===== src/rtl/fetch_unit_if.sv =====
// Program-ROM read bus between the fetch unit (master) and the ROM (slave).
interface fetch_unit_if #(
   parameter int unsigned ADDR_W = 16,
   parameter int unsigned DATA_W = 8
);
   logic              rom_cs;
   logic              rom_rd;
   logic [ADDR_W-1:0] rom_addr;
   logic              rom_ack;
   logic [DATA_W-1:0] rom_data;

   modport master (
      output rom_cs,
      output rom_rd,
      output rom_addr,
      input  rom_ack,
      input  rom_data
   );

   modport slave (
      input  rom_cs,
      input  rom_rd,
      input  rom_addr,
      output rom_ack,
      output rom_data
   );
endinterface


===== src/rtl/fetch_unit.sv =====
// Instruction-fetch responder: owns the PC, runs a req/ack ROM read, holds the
// fetched byte in the instruction register and hands it over via valid/taken.
// ADDR_W must stay 16: the PC is addressed as two 8-bit halves (PCH/PCL).
module fetch_unit #(
   parameter int unsigned ADDR_W   = 16,
   parameter int unsigned DATA_W   = 8,
   parameter logic [15:0] RESET_PC = 16'h0000,
   parameter int unsigned TIMEOUT  = 15
) (
   input  logic              clk,
   input  logic              rst,
   input  logic              fetch_req,
   input  logic              instr_taken,
   input  logic              pch_load,
   input  logic              pcl_load,
   input  logic [DATA_W-1:0] data_in,
   input  logic              pch_bus,
   input  logic              pcl_bus,
   output logic [DATA_W-1:0] pc_out,
   fetch_unit_if.master      rom,
   output logic [DATA_W-1:0] instr,
   output logic [2:0]        opcode,
   output logic [1:0]        reg_sel,
   output logic [2:0]        ula_sel,
   output logic              instr_valid,
   output logic              busy,
   output logic              fetch_err
);

   localparam logic [1:0] StIdle  = 2'd0;
   localparam logic [1:0] StIssue = 2'd1;
   localparam logic [1:0] StWait  = 2'd2;
   localparam logic [1:0] StValid = 2'd3;

   logic [1:0]        state_q, state_d;
   logic [ADDR_W-1:0] pc_q, pc_d;
   logic [ADDR_W-1:0] pc_ld;
   logic [ADDR_W-1:0] addr_q, addr_d;
   logic [DATA_W-1:0] instr_q, instr_d;
   logic              cs_q, cs_d;
   logic              err_q, err_d;
   logic [7:0]        cnt_q, cnt_d;

   // Next-state: FSM, PC loads/increment, ROM strobe and timeout counter
   always_comb begin
      state_d = state_q;
      pc_d    = pc_q;
      addr_d  = addr_q;
      instr_d = instr_q;
      cs_d    = cs_q;
      err_d   = 1'b0;
      cnt_d   = cnt_q;

      // Bus loads as they would land this cycle; only committed when not busy
      pc_ld = pc_q;
      if (pch_load) pc_ld[ADDR_W-1:DATA_W] = data_in;
      if (pcl_load) pc_ld[DATA_W-1:0]      = data_in;

      case (state_q)
         StIdle: begin
            pc_d = pc_ld;
            if (fetch_req) begin
               // Address includes any load taken on the same edge
               addr_d  = pc_ld;
               cs_d    = 1'b1;
               state_d = StIssue;
            end
         end
         StIssue: begin
            // Ack during issue is ignored; waiting starts next cycle
            cnt_d   = 8'd0;
            state_d = StWait;
         end
         StWait: begin
            if (rom.rom_ack) begin
               instr_d = rom.rom_data;
               pc_d    = pc_q + ADDR_W'(1);
               cs_d    = 1'b0;
               state_d = StValid;
            end else if (cnt_q == 8'(TIMEOUT - 1)) begin
               err_d   = 1'b1;
               cs_d    = 1'b0;
               state_d = StIdle;
            end else begin
               cnt_d = cnt_q + 8'd1;
            end
         end
         StValid: begin
            pc_d = pc_ld;
            // A fetch_req seen here is only acted on once back in idle
            if (instr_taken) state_d = StIdle;
         end
         default: state_d = StIdle;
      endcase
   end

   // State registers with asynchronous reset
   always_ff @(posedge clk or posedge rst) begin
      if (rst) begin
         state_q <= StIdle;
         pc_q    <= RESET_PC;
         addr_q  <= RESET_PC;
         instr_q <= '0;
         cs_q    <= 1'b0;
         err_q   <= 1'b0;
         cnt_q   <= 8'd0;
      end else begin
         state_q <= state_d;
         pc_q    <= pc_d;
         addr_q  <= addr_d;
         instr_q <= instr_d;
         cs_q    <= cs_d;
         err_q   <= err_d;
         cnt_q   <= cnt_d;
      end
   end

   // PC byte onto the internal bus, high byte wins
   always_comb begin
      pc_out = '0;
      if (pch_bus)      pc_out = pc_q[ADDR_W-1:DATA_W];
      else if (pcl_bus) pc_out = pc_q[DATA_W-1:0];
   end

   assign rom.rom_cs   = cs_q;
   assign rom.rom_rd   = cs_q;
   assign rom.rom_addr = addr_q;

   assign instr       = instr_q;
   assign opcode      = instr_q[2:0];
   assign reg_sel     = instr_q[4:3];
   assign ula_sel     = instr_q[7:5];
   assign instr_valid = (state_q == StValid);
   assign busy        = (state_q == StIssue) || (state_q == StWait);
   assign fetch_err   = err_q;

endmodule


===== src/flat_wrapper.sv =====
// flat-port wrapper written by rule: the top's interface ports become plain ports
module fetch_unit_flat 
#(
   parameter int unsigned ADDR_W   = 16,
   parameter int unsigned DATA_W   = 8,
   parameter logic [15:0] RESET_PC = 16'h0000,
   parameter int unsigned TIMEOUT  = 15
)
  (clk, rst, fetch_req, instr_taken, pch_load, pcl_load, data_in, pch_bus, pcl_bus, pc_out, instr, opcode, reg_sel, ula_sel, instr_valid, busy, fetch_err, rom_rom_cs, rom_rom_rd, rom_rom_addr, rom_rom_ack, rom_rom_data);
  fetch_unit_if #(.ADDR_W(ADDR_W), .DATA_W(DATA_W)) rom_i ();
  input  logic clk;
  input  logic rst;
  input  logic fetch_req;
  input  logic instr_taken;
  input  logic pch_load;
  input  logic pcl_load;
  input  logic [DATA_W-1:0] data_in;
  input  logic pch_bus;
  input  logic pcl_bus;
  output logic [DATA_W-1:0] pc_out;
  output logic [DATA_W-1:0] instr;
  output logic [2:0] opcode;
  output logic [1:0] reg_sel;
  output logic [2:0] ula_sel;
  output logic instr_valid;
  output logic busy;
  output logic fetch_err;
  output wire logic [$bits(rom_i.rom_cs)-1:0] rom_rom_cs;
  output wire logic [$bits(rom_i.rom_rd)-1:0] rom_rom_rd;
  output wire logic [$bits(rom_i.rom_addr)-1:0] rom_rom_addr;
  input wire logic [$bits(rom_i.rom_ack)-1:0] rom_rom_ack;
  input wire logic [$bits(rom_i.rom_data)-1:0] rom_rom_data;
  assign rom_rom_cs = rom_i.rom_cs;
  assign rom_rom_rd = rom_i.rom_rd;
  assign rom_rom_addr = rom_i.rom_addr;
  assign rom_i.rom_ack = rom_rom_ack;
  assign rom_i.rom_data = rom_rom_data;
  fetch_unit #(.ADDR_W(ADDR_W), .DATA_W(DATA_W), .RESET_PC(RESET_PC), .TIMEOUT(TIMEOUT)) u_core (.clk(clk), .rst(rst), .fetch_req(fetch_req), .instr_taken(instr_taken), .pch_load(pch_load), .pcl_load(pcl_load), .data_in(data_in), .pch_bus(pch_bus), .pcl_bus(pcl_bus), .pc_out(pc_out), .rom(rom_i), .instr(instr), .opcode(opcode), .reg_sel(reg_sel), .ula_sel(ula_sel), .instr_valid(instr_valid), .busy(busy), .fetch_err(fetch_err));
endmodule

===== config.mk =====
export PLATFORM = sky130hd
export DESIGN_NAME = fetch_unit_flat
export DESIGN_NICKNAME = d
export VERILOG_FILES = /design/src/rtl/fetch_unit_if.sv /design/src/rtl/fetch_unit.sv /design/src/flat_wrapper.sv
export SDC_FILE = /design/constraint.sdc
export NUM_CORES = 1
export LEC_CHECK = 0
export ABC_CLOCK_PERIOD_IN_PS = 2100
export BUFFER_PORTS_ARGS = -buffer_cell sky130_fd_sc_hd__buf_2
export CAP_MARGIN = 20
export CORE_UTILIZATION = 54
export CTS_CLUSTER_DIAMETER = 30
export DETAILED_ROUTE_END_ITERATION = 6
export PLACE_DENSITY = 0.86
export SLEW_MARGIN = 20
export SYNTH_ARGS = -nofsm -noshare
export SYNTH_HDL_FRONTEND = slang
export SYNTH_SLANG_ARGS = --single-unit

===== constraint.sdc =====
create_clock -name clk -period 2.1 [get_ports clk]
set_clock_uncertainty 0.05 [all_clocks]
set_input_delay 0 -clock clk [delete_from_list [all_inputs] [get_ports clk]]
set_output_delay 0 -clock clk [all_outputs]
set_load 0.05 [all_outputs]

**Word level (Yosys, flattened, before mapping)**

Index checks and enable logic that the tools add are counted.

- Flip-flop bits (word level): 52
- Input bits: 25
- Output and inout port bits: 45
- Logic and storage cells: 52

- Add/sub/neg operators: 2
- Eq/ne operators: 10
- Mux-type cells: 21
- Reductions and logical operators: 12

Operators by type and width:

| operator | number |
|---|---|
| $mux W8 | 6 |
| $pmux W16 S2 | 1 |
| $add A16 B1 Y16 const B | 1 |
| $mux W16 | 1 |
| $pmux W8 S2 | 1 |
| $ne A2 B2 Y1 const B | 5 |
| $reduce_and A3 Y1 | 3 |
| $add A8 B1 Y8 const B | 1 |
| $eq A8 B4 Y1 const B | 1 |
| $mux W2 | 4 |
| $pmux W2 S4 | 1 |
| $mux W1 | 6 |
| $reduce_and A2 Y1 | 3 |
| $reduce_bool A2 Y1 | 3 |
| $eq A2 B2 Y1 const B | 2 |
| $ne A3 B2 Y1 const B | 1 |
| $eq A2 B1 Y1 const B | 1 |
| $logic_not A2 Y1 | 1 |
| $pmux W1 S2 | 1 |
| $reduce_or A2 Y1 | 1 |
| $logic_or A1 B1 Y1 | 1 |

**Longest topological paths before layout**

Gate-level depths: netlist of the first run.

- Depth after elaboration: 4
- Depth in mapped cells: 9
- Mapped depth without buffers: 6

**Least setup slack after synthesis of the first run**

OpenSTA, ideal clock, no wires.

- Path type: register to register
- From: register u_core.state_q[0]
- To: register u_core.pc_q[6]
- Library setup time: 0.127 ns
- Arrival: 1.956 ns
- Required time: 1.923 ns
- Path slack: -0.032 ns
- Cell stages (with the launch flop): 9
- Clock period less this slack: 2.132 ns
- Path through: dfrtp_1 -> inv_1 -> ha_1 -> buf_2 -> nand2b_1 -> buf_2 -> nand3_1 -> o31ai_1 -> a221o_2

- Word-level cells in the longest chain between the ends: 4
- Elaborated cells on any way between the ends: 8
- Classes of those cells: eq/ne (3); mux (1); reduce/logical (4)

Ends and longest elaborated chain:

| element | RTL line | source |
|---|---|---|
| from (decl) | fetch_unit.sv:35 | `logic [1:0] state_q, state_d;` |
| from (signal assigned) | fetch_unit.sv:100 | `state_q <= StIdle;` |
| from (signal assigned) | fetch_unit.sv:108 | `state_q <= state_d;` |
| $eq A2 B2 Y1 / $logic_not A2 Y1 (equally long branches) | fetch_unit.sv:59 | `case (state_q)` |
| $reduce_or A2 Y1 (no source line) | - |  |
| $reduce_bool A2 Y1 (no source line) | - |  |
| $reduce_and A2 Y1 (no source line) | - |  |
| to (signal assigned) | fetch_unit.sv:109 | `pc_q <= pc_d;` |
| to (decl) | fetch_unit.sv:36 | `logic [ADDR_W-1:0] pc_q, pc_d;` |

Parallel ways exist; a longest one is shown, timed or not.
A chain may end at the register's enable or synchronous reset.

**Final worst setup path of the first run**

- From: register u_core.state_q[1]
- To: register u_core.pc_q[6]

Same word-level chain as after synthesis.

==> run summary, run 1 <==
WHS Path Cells -> 3
IO buf count -> 69
Worst EP arrival -> 2.13 ns
vias in the first global route -> 2586
largest net degree at the start of global routing -> 34
most common cell after layout, fill and taps aside -> buf_2
Initial DRT Pass Iterations -> 4
nets@finish -> 429
Final ANT Viol Nets -> 0
MaxCap Viol Count -> 0
clk_lat worst skew -> 0.30 ns
final WL -> 7210 um
Root Buffer -> clkbuf_8
number of flops mapped to enable cells by yosys -> 0
cells along the critical path -> inv_1 -> ha_2 -> buf_4 -> nand3b_1 -> nor2_1 -> a221o_2
critical path depth -> 6
Reg area -> 1300 sq um
unrepaired setup endpoints after global routing -> false
Final Wtd Congestion -> 0.901
core area -> 5510 sq um
HP Class -> in2reg
DR vias -> 2702
#FFs+latches synth -> 52
largest fanout on the critical path -> 27
Top FF cell, synth -> dfrtp_1
fill count -> 444
crit share post-route -> 0.943
sequential area share after synthesis -> 0.423
Die Wd -> 77.4 um
Yosys Warn Count -> 0
H-tree levels -> 2
Rows -> 27
CP top delay family -> flip-flops
min Tclk post-route -> 1.98 ns
Multi-input gate area -> 1560 sq um
clock slew at reported path FFs -> 0.10 ns
CP Capture Type -> flop
Synth cell types -> 47
fraction of registers with async set/reset -> 1.00
syn_area_per_cell -> 9.34 sq um
FMAX -> 0.505 GHz
final setup TNS -> 0 ns
WS Path Type -> reg2reg
type of origin of the critical path -> flop
Slowest cell on crit path -> dfrtp_1
io pins -> 70
CTS tree -> yes
initial antenna violation count -> 0
Max Buffers Root-to-Sink -> 2
Initial Util -> 0.558
GRT Overall Usage -> 0.265
Worst-Margin Slew -> 0.446 ns
GRT overflow -> 0
Critical Path RT -> 2.24 ns
commonest non-fill, non-tap cells in the layout -> buf_2, dfrtp_1, a21oi_1, nand2_1, mux2i_1
height of the die -> 77.4 um
layout cells sized above 1 -> 0.260
CTS Buf Count -> 5
final hold vios -> 0
Syn Inst Count -> 329
status -> finished clean
Area Overhead vs Synth -> 18.4%
first-pass GRT wire length -> 12600 um
drc violations -> 0
Synth Cell Area -> 3070 sq um
full die area -> 6000 sq um
Slew HR -> 0.702
Vias/cell -> 5.77
Syn Nets -> 362
Max Slew Vio Count -> 0
Worst path max stage delay -> 0.43 ns
per-cell routed wire length -> 15.4 um
WP buf/inv -> 2
DR iter-0 viols -> 293
diode count -> 0
Worst R2R Path Depth -> 6
TritonCTS Sinks -> 52
hpwl dp -> 5120 um
Setup-failing EPs final -> 0
==> area by class of cell <==
class,instances,area share
Multi-Input combinational cell,234,0.429
Sequential cell,52,0.358
Timing Repair Buffer,93,0.156
Tap cell,72,0.0248
Clock buffer,5,0.0189
Inverter,10,0.0103
Clock inverter,2,0.00344
==> cell families after synthesis <==
kind of cell | Yosys count | synth area share
and+or+nand+nor | 107 | 0.185
AOI/OAI and AO/OA | 83 | 0.167
DFF | 52 | 0.423
buffers and inverters | 43 | 0.0713
muxes | 34 | 0.114
adders and majority gates | 8 | 0.0326
xor gates and xnor gates | 2 | 0.00570
==> cells in the mapped netlist (2+ instances only) <==
master / n / area share
nand2_1: 33 / 0.040
and3_1: 3 / 0.0061
nand3b_1: 2 / 0.0049
nor2b_1: 3 / 0.0061
o211a_1: 2 / 0.0065
and2_1: 3 / 0.0061
nor4_1: 2 / 0.0041
mux2_2: 8 / 0.029
dfrtp_1: 52 / 0.42
a21oi_1: 36 / 0.059
buf_2: 13 / 0.021
inv_1: 10 / 0.012
mux2i_1: 25 / 0.081
o21ai_0: 17 / 0.028
nor2_1: 21 / 0.026
ha_1: 8 / 0.033
clkbuf_1: 9 / 0.011
nand4_1: 5 / 0.010
nand4_4: 2 / 0.014
nor4_2: 3 / 0.012
nor3_1: 4 / 0.0065
a31oi_1: 3 / 0.0061
o31ai_1: 3 / 0.0073
nand2b_1: 3 / 0.0061
nand3_1: 17 / 0.028
buf_4: 11 / 0.027
o22ai_1: 11 / 0.022
==> registers in the layout, indices dropped and copies added, names as in the netlist <==
name / cells
u_core.state_q: 2
u_core.fetch_err: 1
u_core.instr: 8
u_core.rom.rom_addr: 16
u_core.cnt_q: 8
u_core.rom.rom_cs: 1
u_core.pc_q: 16
==> final timing paths <==
kind | from | endpoint | slack [ns]
max | u_core.state_q[1] | u_core.pc_q[6] | 0.12
min | rom_rom_ack | u_core.state_q[0] | 0.01
max reg2reg | u_core.state_q[1] | u_core.pc_q[6] | 0.12
min reg2reg | u_core.rom.rom_addr[12] | u_core.rom.rom_addr[12] | 0.48
max in group asynchronous | rst | u_core.rom.rom_addr[6] | 1.28
min in group asynchronous | rst | u_core.instr[3] | 0.14
==> metrics by stage <==
stage / hold WS (ns) / area (sq um) / std cells / setup WS, ns / utilization
after floorplan: 0.101 / 3080 / 329 / 0.0826 / -
after global placement: -0.0729 / 3380 / 444 / 0.140 / 0.614
after detailed placement: -0.0710 / 3380 / 444 / 0.0783 / 0.614
after CTS: 0.00189 / 3630 / 468 / 0.0339 / 0.660
after global routing: 0.0526 / 3640 / 468 / 0.00792 / 0.661
final: 0.0100 / 3640 / 468 / 0.119 / 0.661
==> per-layer routing <==
| metal | vias up | track usage | share of wire |
|---|---|---|---|
| met5 | - | 0 | 0 |
| met4 | 0 | 0.0623 | 0.010 |
| met3 | 6 | 0.0424 | 0.057 |
| met2 | 91 | 0.425 | 0.48 |
| met1 | 1300 | 0.376 | 0.45 |
| li1 | 1305 | - | - |
==> repair_timing <==
action                                 CTS  global route
gates resized for setup                  0             2
endpoints found under the hold margin   72             0
setup endpoints to repair                0            14
setup buffers                            0             0
hold buffers                            17             0
==> worst register-to-register path, stage by stage, from the launching register on <==
cell	delay (ns)
dfrtp_1	0.43
inv_1	0.11
ha_2	0.36
buf_4	0.28
nand3b_1	0.29
nor2_1	0.07
a221o_2	0.29
Power of run 1 is not shown: default switching activity piles up to over one toggle a cycle in this logic, so the estimate is an artifact.
==> run 2, diff against run 1 <==
Settings changed: ABC_CLOCK_PERIOD_IN_PS 2100 to 1800, CORE_UTILIZATION 54 to 46, PLACE_DENSITY 0.86 to 0.78.
Clock period 2.1 ns to 1.8 ns, I/O delays scaled along.
==> run 2 against run 1 <==
Compared with the run above:
- fmax rose by 12%
- die area rose by 17%
- final cell count rose by 4.7%
- critical path depth did not move
- routed wire length rose by 9.0%
==> run summary, run 2 (synthesis gave the netlist of run 1 again) <==
HP Class -> in2reg
unrepaired setup endpoints after global routing -> true
Slew HR -> 0.557 (-0.145)
worst r2r src -> u_core.cnt_q[0]
GRT Overall Usage -> 0.228 (-0.0373)
critical path startpoint -> u_core.cnt_q[0]
diode count -> 0 (unchanged)
CTS tree -> yes
CTS Buf Count -> 5 (unchanged)
final setup margin -> 0.0299 ns (-0.0889 ns)
Slowest cell on crit path -> o41ai_4
final hold vios -> 0 (unchanged)
Max Slew Vio Count -> 0 (unchanged)
cells along the critical path -> inv_1 -> ha_1 -> nand4b_1 -> o41ai_4 -> and2_4 -> a31oi_1
WS Path Type -> reg2reg
FMAX -> 0.565 GHz (+12%)
nets@finish -> 445 (+3.7%)
Vias/cell -> 5.76 (-0.21%)
Die Wd -> 83.7 um (+8.1%)
DR vias -> 2823 (+4.5%)
CP Capture Type -> flop
layout cells sized above 1 -> 0.312 (+0.0522)
HP Start -> rom_rom_ack
first-pass GRT wire length -> 13000 um (+3.4%)
drc violations -> 0 (unchanged)
clk_lat worst skew -> 0.32 ns (+0.02 ns)
GRT overflow -> 0 (unchanged)
crit share post-route -> 0.983 (+0.0400)
Final Wtd Congestion -> 0.943 (+4.7%)
height of the die -> 83.7 um (+8.1%)
IO buf count -> 69 (unchanged)
H-tree levels -> 2 (unchanged)
hpwl dp -> 5560 um (+8.5%)
fill count -> 585 (+32%)
full die area -> 7010 sq um (+17%)
end-of-flow core utilization -> 0.604 (-0.0571)
type of origin of the critical path -> flop
Area Overhead vs Synth -> 25.4%
commonest non-fill, non-tap cells in the layout -> buf_2, dfrtp_1, a21oi_1, nand2_1, mux2i_1
Worst EP arrival -> 1.89 ns (-0.24 ns)
final WL -> 7860 um (+9.0%)
clock slew at reported path FFs -> 0.09 ns (about the same)
largest fanout on the critical path -> 5 (-81%)
Worst-Margin Slew -> 0.664 ns (+0.219 ns)
status -> finished clean
io pins -> 70 (unchanged)
Max Buffers Root-to-Sink -> 2 (unchanged)
Initial DRT Pass Iterations -> 6 (+2)
DR iter-0 viols -> 175 (-40%)
vias in the first global route -> 2700 (+4.4%)
most common cell after layout, fill and taps aside -> buf_2
core area -> 6390 sq um (+16%)
Rows -> 29 (+7.4%)
per-cell routed wire length -> 16.0 um (+4.1%)
initial antenna violation count -> 0 (unchanged)
min Tclk post-route -> 1.77 ns (-0.211 ns)
Critical Path RT -> 1.92 ns (-0.32 ns)
Reg area -> 1300 sq um (+0.19%)
Root Buffer -> clkbuf_8
Worst path max stage delay -> 0.46 ns (+0.03 ns)
DP Worst Slack -> 0.0234 ns (-0.0549 ns)
Final ANT Viol Nets -> 0 (unchanged)
Multi-input gate area -> 1600 sq um (+2.6%)
MaxCap Viol Count -> 0 (unchanged)
largest net degree at the start of global routing -> 53 (+56%)
Setup-failing EPs final -> 0 (unchanged)
Initial Util -> 0.481 (-0.0769)
TritonCTS Sinks -> 52 (unchanged)
[run 2: changes by cell type in the layout (fill, tap and decap cells not counted), moves of 2 or more]
cell and delta:
buf_4 +14, dfrtp_1 -2, dfrtp_2 +2, inv_1 -2, inv_2 +2
[run 2: worst paths after layout]
path / cells past startpoint / slack, ns / to
max in group asynchronous: 4 / 0.86 / u_core.pc_q[0]
setup reg to reg: 6 / 0.03 / u_core.state_q[1]
min in group asynchronous: 4 / 0.36 / u_core.rom.rom_addr[15]
hold / removal: 3 / 0.05 / u_core.state_q[0]
setup / recovery: 6 / 0.03 / u_core.state_q[1]
hold reg to reg: 1 / 0.48 / u_core.cnt_q[2]
[run 2: through the flow]
| step | area (sq um) | setup TNS [ns] | hold slack (ns) | cells |
|---|---|---|---|---|
| global route | 3850 | -0.260 | 0.0799 | 490 |
| CTS | 3800 | 0 | 0.0379 | 487 |
| detailed placement | 3510 | 0 | 0.177 | 462 |
| floorplan | 3100 | 0 | 0.101 | 329 |
| global placement | 3510 | 0 | 0.165 | 462 |
| finish | 3850 | 0 | 0.0517 | 490 |
[run 2: layout make-up]
class / instances / share of cell area
Clock buffer: 6 / 0.0188
Clock inverter: 2 / 0.0101
Inverter: 10 / 0.00974
Multi-Input combinational cell: 234 / 0.415
Sequential cell: 52 / 0.338
Tap cell: 77 / 0.0250
Timing Repair Buffer: 109 / 0.183
[run 2: layer usage]
| metal | wire (um) | global-route usage | vias to the layer above |
|---|---|---|---|
| li1 | - | - | 1335 |
| met1 | 3230 | 0.295 | 1338 |
| met2 | 3970 | 0.401 | 137 |
| met3 | 561 | 0.0386 | 13 |
| met4 | 104 | 0.0462 | 0 |
| met5 | 0 | 0 | - |
[run 2: critical path: cells and delay by family (launching register included)]
| kind | cells | cell delay, ns |
|---|---|---|
| AO/OA/AOI/OAI | 2 | 0.54 |
| adder cells (fa/ha/maj) | 1 | 0.14 |
| AND/OR/NAND/NOR | 2 | 0.41 |
| buffers and inverters | 1 | 0.07 |
| flip-flops | 1 | 0.43 |
[run 2: timing repair]
action,4_1_cts,5_1_grt
buffers inserted,0,3
endpoints found under the setup margin,1,16
resized for setup,1,10
hold endpoints to repair,72,0
pin swaps,0,4
hold buffers,17,0
Power of run 2 is left out for the same reason.
==> run 3, diff against run 2 <==
Settings changed: CORE_UTILIZATION 46 to 49, PLACE_DENSITY 0.78 to 0.82.
==> run 3 against run 2 <==
Compared with the run above:
- the flow now finishes with violations (negative setup slack)
- setup slack got worse by 0.047 ns
- global-route usage up 3.5 points
- core utilization rose by 5.1 points
- sequential share of layout area down 0.64 points
- final area is 1.7% higher
- via count is 3.5% higher
- hold slack worse by 0.038 ns
- non-clock buffer count rose by 8
- critical path depth fell by 1
- register-to-register slack lost 0.05 ns
- critical endpoint is now u_core.pc_q[6]
- largest cell class unchanged
==> run summary, run 3 (synthesis gave the netlist of run 1 again) <==
per-cell routed wire length -> 17.0 um (+6.1%)
H-tree levels -> 2 (unchanged)
commonest non-fill, non-tap cells in the layout -> buf_2, dfrtp_1, a21oi_1, nand2_1, buf_4
DP Worst Slack -> -0.00832 ns (-0.0317 ns)
GRT overflow -> 0 (unchanged)
end-of-flow core utilization -> 0.655 (+0.0509)
final setup margin -> -0.0166 ns (-0.0465 ns)
type of origin of the critical path -> flop
core area -> 5990 sq um (-6.2%)
hpwl dp -> 5690 um (+2.3%)
most common cell after layout, fill and taps aside -> buf_2
Post-DP Area -> 3570 sq um (+1.6%)
final WL -> 8440 um (+7.4%)
Root Buffer -> clkbuf_8
height of the die -> 81.2 um (-3.0%)
TritonCTS Sinks -> 52 (unchanged)
Die Wd -> 81.2 um (-3.0%)
DR iter-0 viols -> 538 (+210%)
drc violations -> 0 (unchanged)
IO buf count -> 69 (unchanged)
HP Class -> in2reg
final hold vios -> 0 (unchanged)
Worst EP arrival -> 1.96 ns (+0.07 ns)
io pins -> 70 (unchanged)
fin area -> 3920 sq um (+1.7%)
Rows -> 28 (-3.4%)
GRT Overall Usage -> 0.263 (+0.0352)
Initial DRT Pass Iterations -> 5 (-1)
initial antenna violation count -> 0 (unchanged)
unrepaired setup endpoints after global routing -> true
Max Buffers Root-to-Sink -> 2 (unchanged)
Slowest cell on crit path -> dfrtp_1
min Tclk post-route -> 1.82 ns (+0.0465 ns)
cells along the critical path -> inv_2 -> ha_4 -> nand2b_2 -> o211ai_1 -> a221o_2
Final ANT Viol Nets -> 0 (unchanged)
met3 wire len -> 754 um (+34%)
Area Overhead vs Synth -> 27.6%
max layer used -> met4
Max Slew Vio Count -> 0 (unchanged)
CTS tree -> yes
diode count -> 0 (unchanged)
largest fanout on the critical path -> 11 (+6)
clk_lat worst skew -> 0.30 ns (-0.02 ns)
largest net degree at the start of global routing -> 34 (-36%)
FMAX -> 0.550 GHz (-2.6%)
Final Wtd Congestion -> 1.07 (+13%)
Initial Util -> 0.513 (+0.0318)
WS Path Type -> reg2reg
Setup-failing EPs final -> 1 (+1)
crit share post-route -> 1.01 (+0.0258)
layout cells sized above 1 -> 0.323 (+0.0107)
MaxCap Viol Count -> 0 (unchanged)
Vias/cell -> 5.89 (+2.3%)
fill count -> 451 (-23%)
routed wl met2 -> 3860 um (-2.7%)
CTS Buf Count -> 5 (unchanged)
Critical Path RT -> 1.94 ns (+0.02 ns)
nets@finish -> 453 (+1.8%)
full die area -> 6590 sq um (-6.0%)
DR vias -> 2923 (+3.5%)
failing checks -> negative setup slack
clock slew at reported path FFs -> 0.09 ns (about the same)
Worst path max stage delay -> 0.45 ns (about the same)
M1 wire length -> 3630 um (+13%)
first-pass GRT wire length -> 13300 um (+2.2%)
Worst-Margin Slew -> 0.410 ns (-0.254 ns)
Slew HR -> 0.726 (+0.169)
CP Capture Type -> flop
vias in the first global route -> 2716 (+0.59%)
status -> finished, violations left
[run 3: layout make-up]
type / instances / area, sq um / share of cell area
sequential: 52 / 1300 / 0.332
timing repair buffer: 117 / 781 / 0.199
multi-input combinational: 234 / 1610 / 0.412
inverter: 10 / 37.5 / 0.00957
clock buffer: 7 / 86.3 / 0.0220
tap: 75 / 93.8 / 0.0239
clock inverter: 1 / 7.51 / 0.00191
[run 3: what timing repair did]
item                                    in CTS  in global routing
pin swaps                                    1                  2
hold buffers                                17                  0
endpoints found under the hold margin       58                  0
buffers inserted                             2                  3
endpoints found under the setup margin       4                 19
resized for setup                            3                  8
[run 3: worst paths after layout]
kind | depth (start not counted) | from | end | slack [ns]
max | 5 | u_core.state_q[1] | u_core.pc_q[6] | -0.02
min | 4 | fetch_req | u_core.rom.rom_cs | 0.01
max reg2reg | 5 | u_core.state_q[1] | u_core.pc_q[6] | -0.02
min reg2reg | 1 | u_core.instr[4] | u_core.instr[4] | 0.48
max in group asynchronous | 4 | rst | u_core.cnt_q[7] | 0.98
min in group asynchronous | 3 | rst | u_core.instr[7] | 0.18
[run 3: critical path: cells and delay by family (launching register included)]
kind	cells	cell delay, ns
simple gates	1	0.21
fa+ha+maj	1	0.26
compound gates	2	0.64
flops	1	0.45
buf+inv	1	0.09
[run 3: per-layer routing]
layer,GRT usage,vias up
li1,-,1356
met1,0.375,1361
met2,0.388,181
met3,0.0607,25
met4,0.0946,0
met5,0,-
[run 3: metrics by stage]
step                instances  TNS (ns)  hold slack (ns)
floorplan                 329         0            0.101
global placement          466         0          -0.0426
detailed placement        466   -0.0119          -0.0380
CTS                       493         0          0.00147
global route              496    -0.172           0.0151
finish                    496   -0.0166           0.0136
Power of run 3 is left out for the same reason.
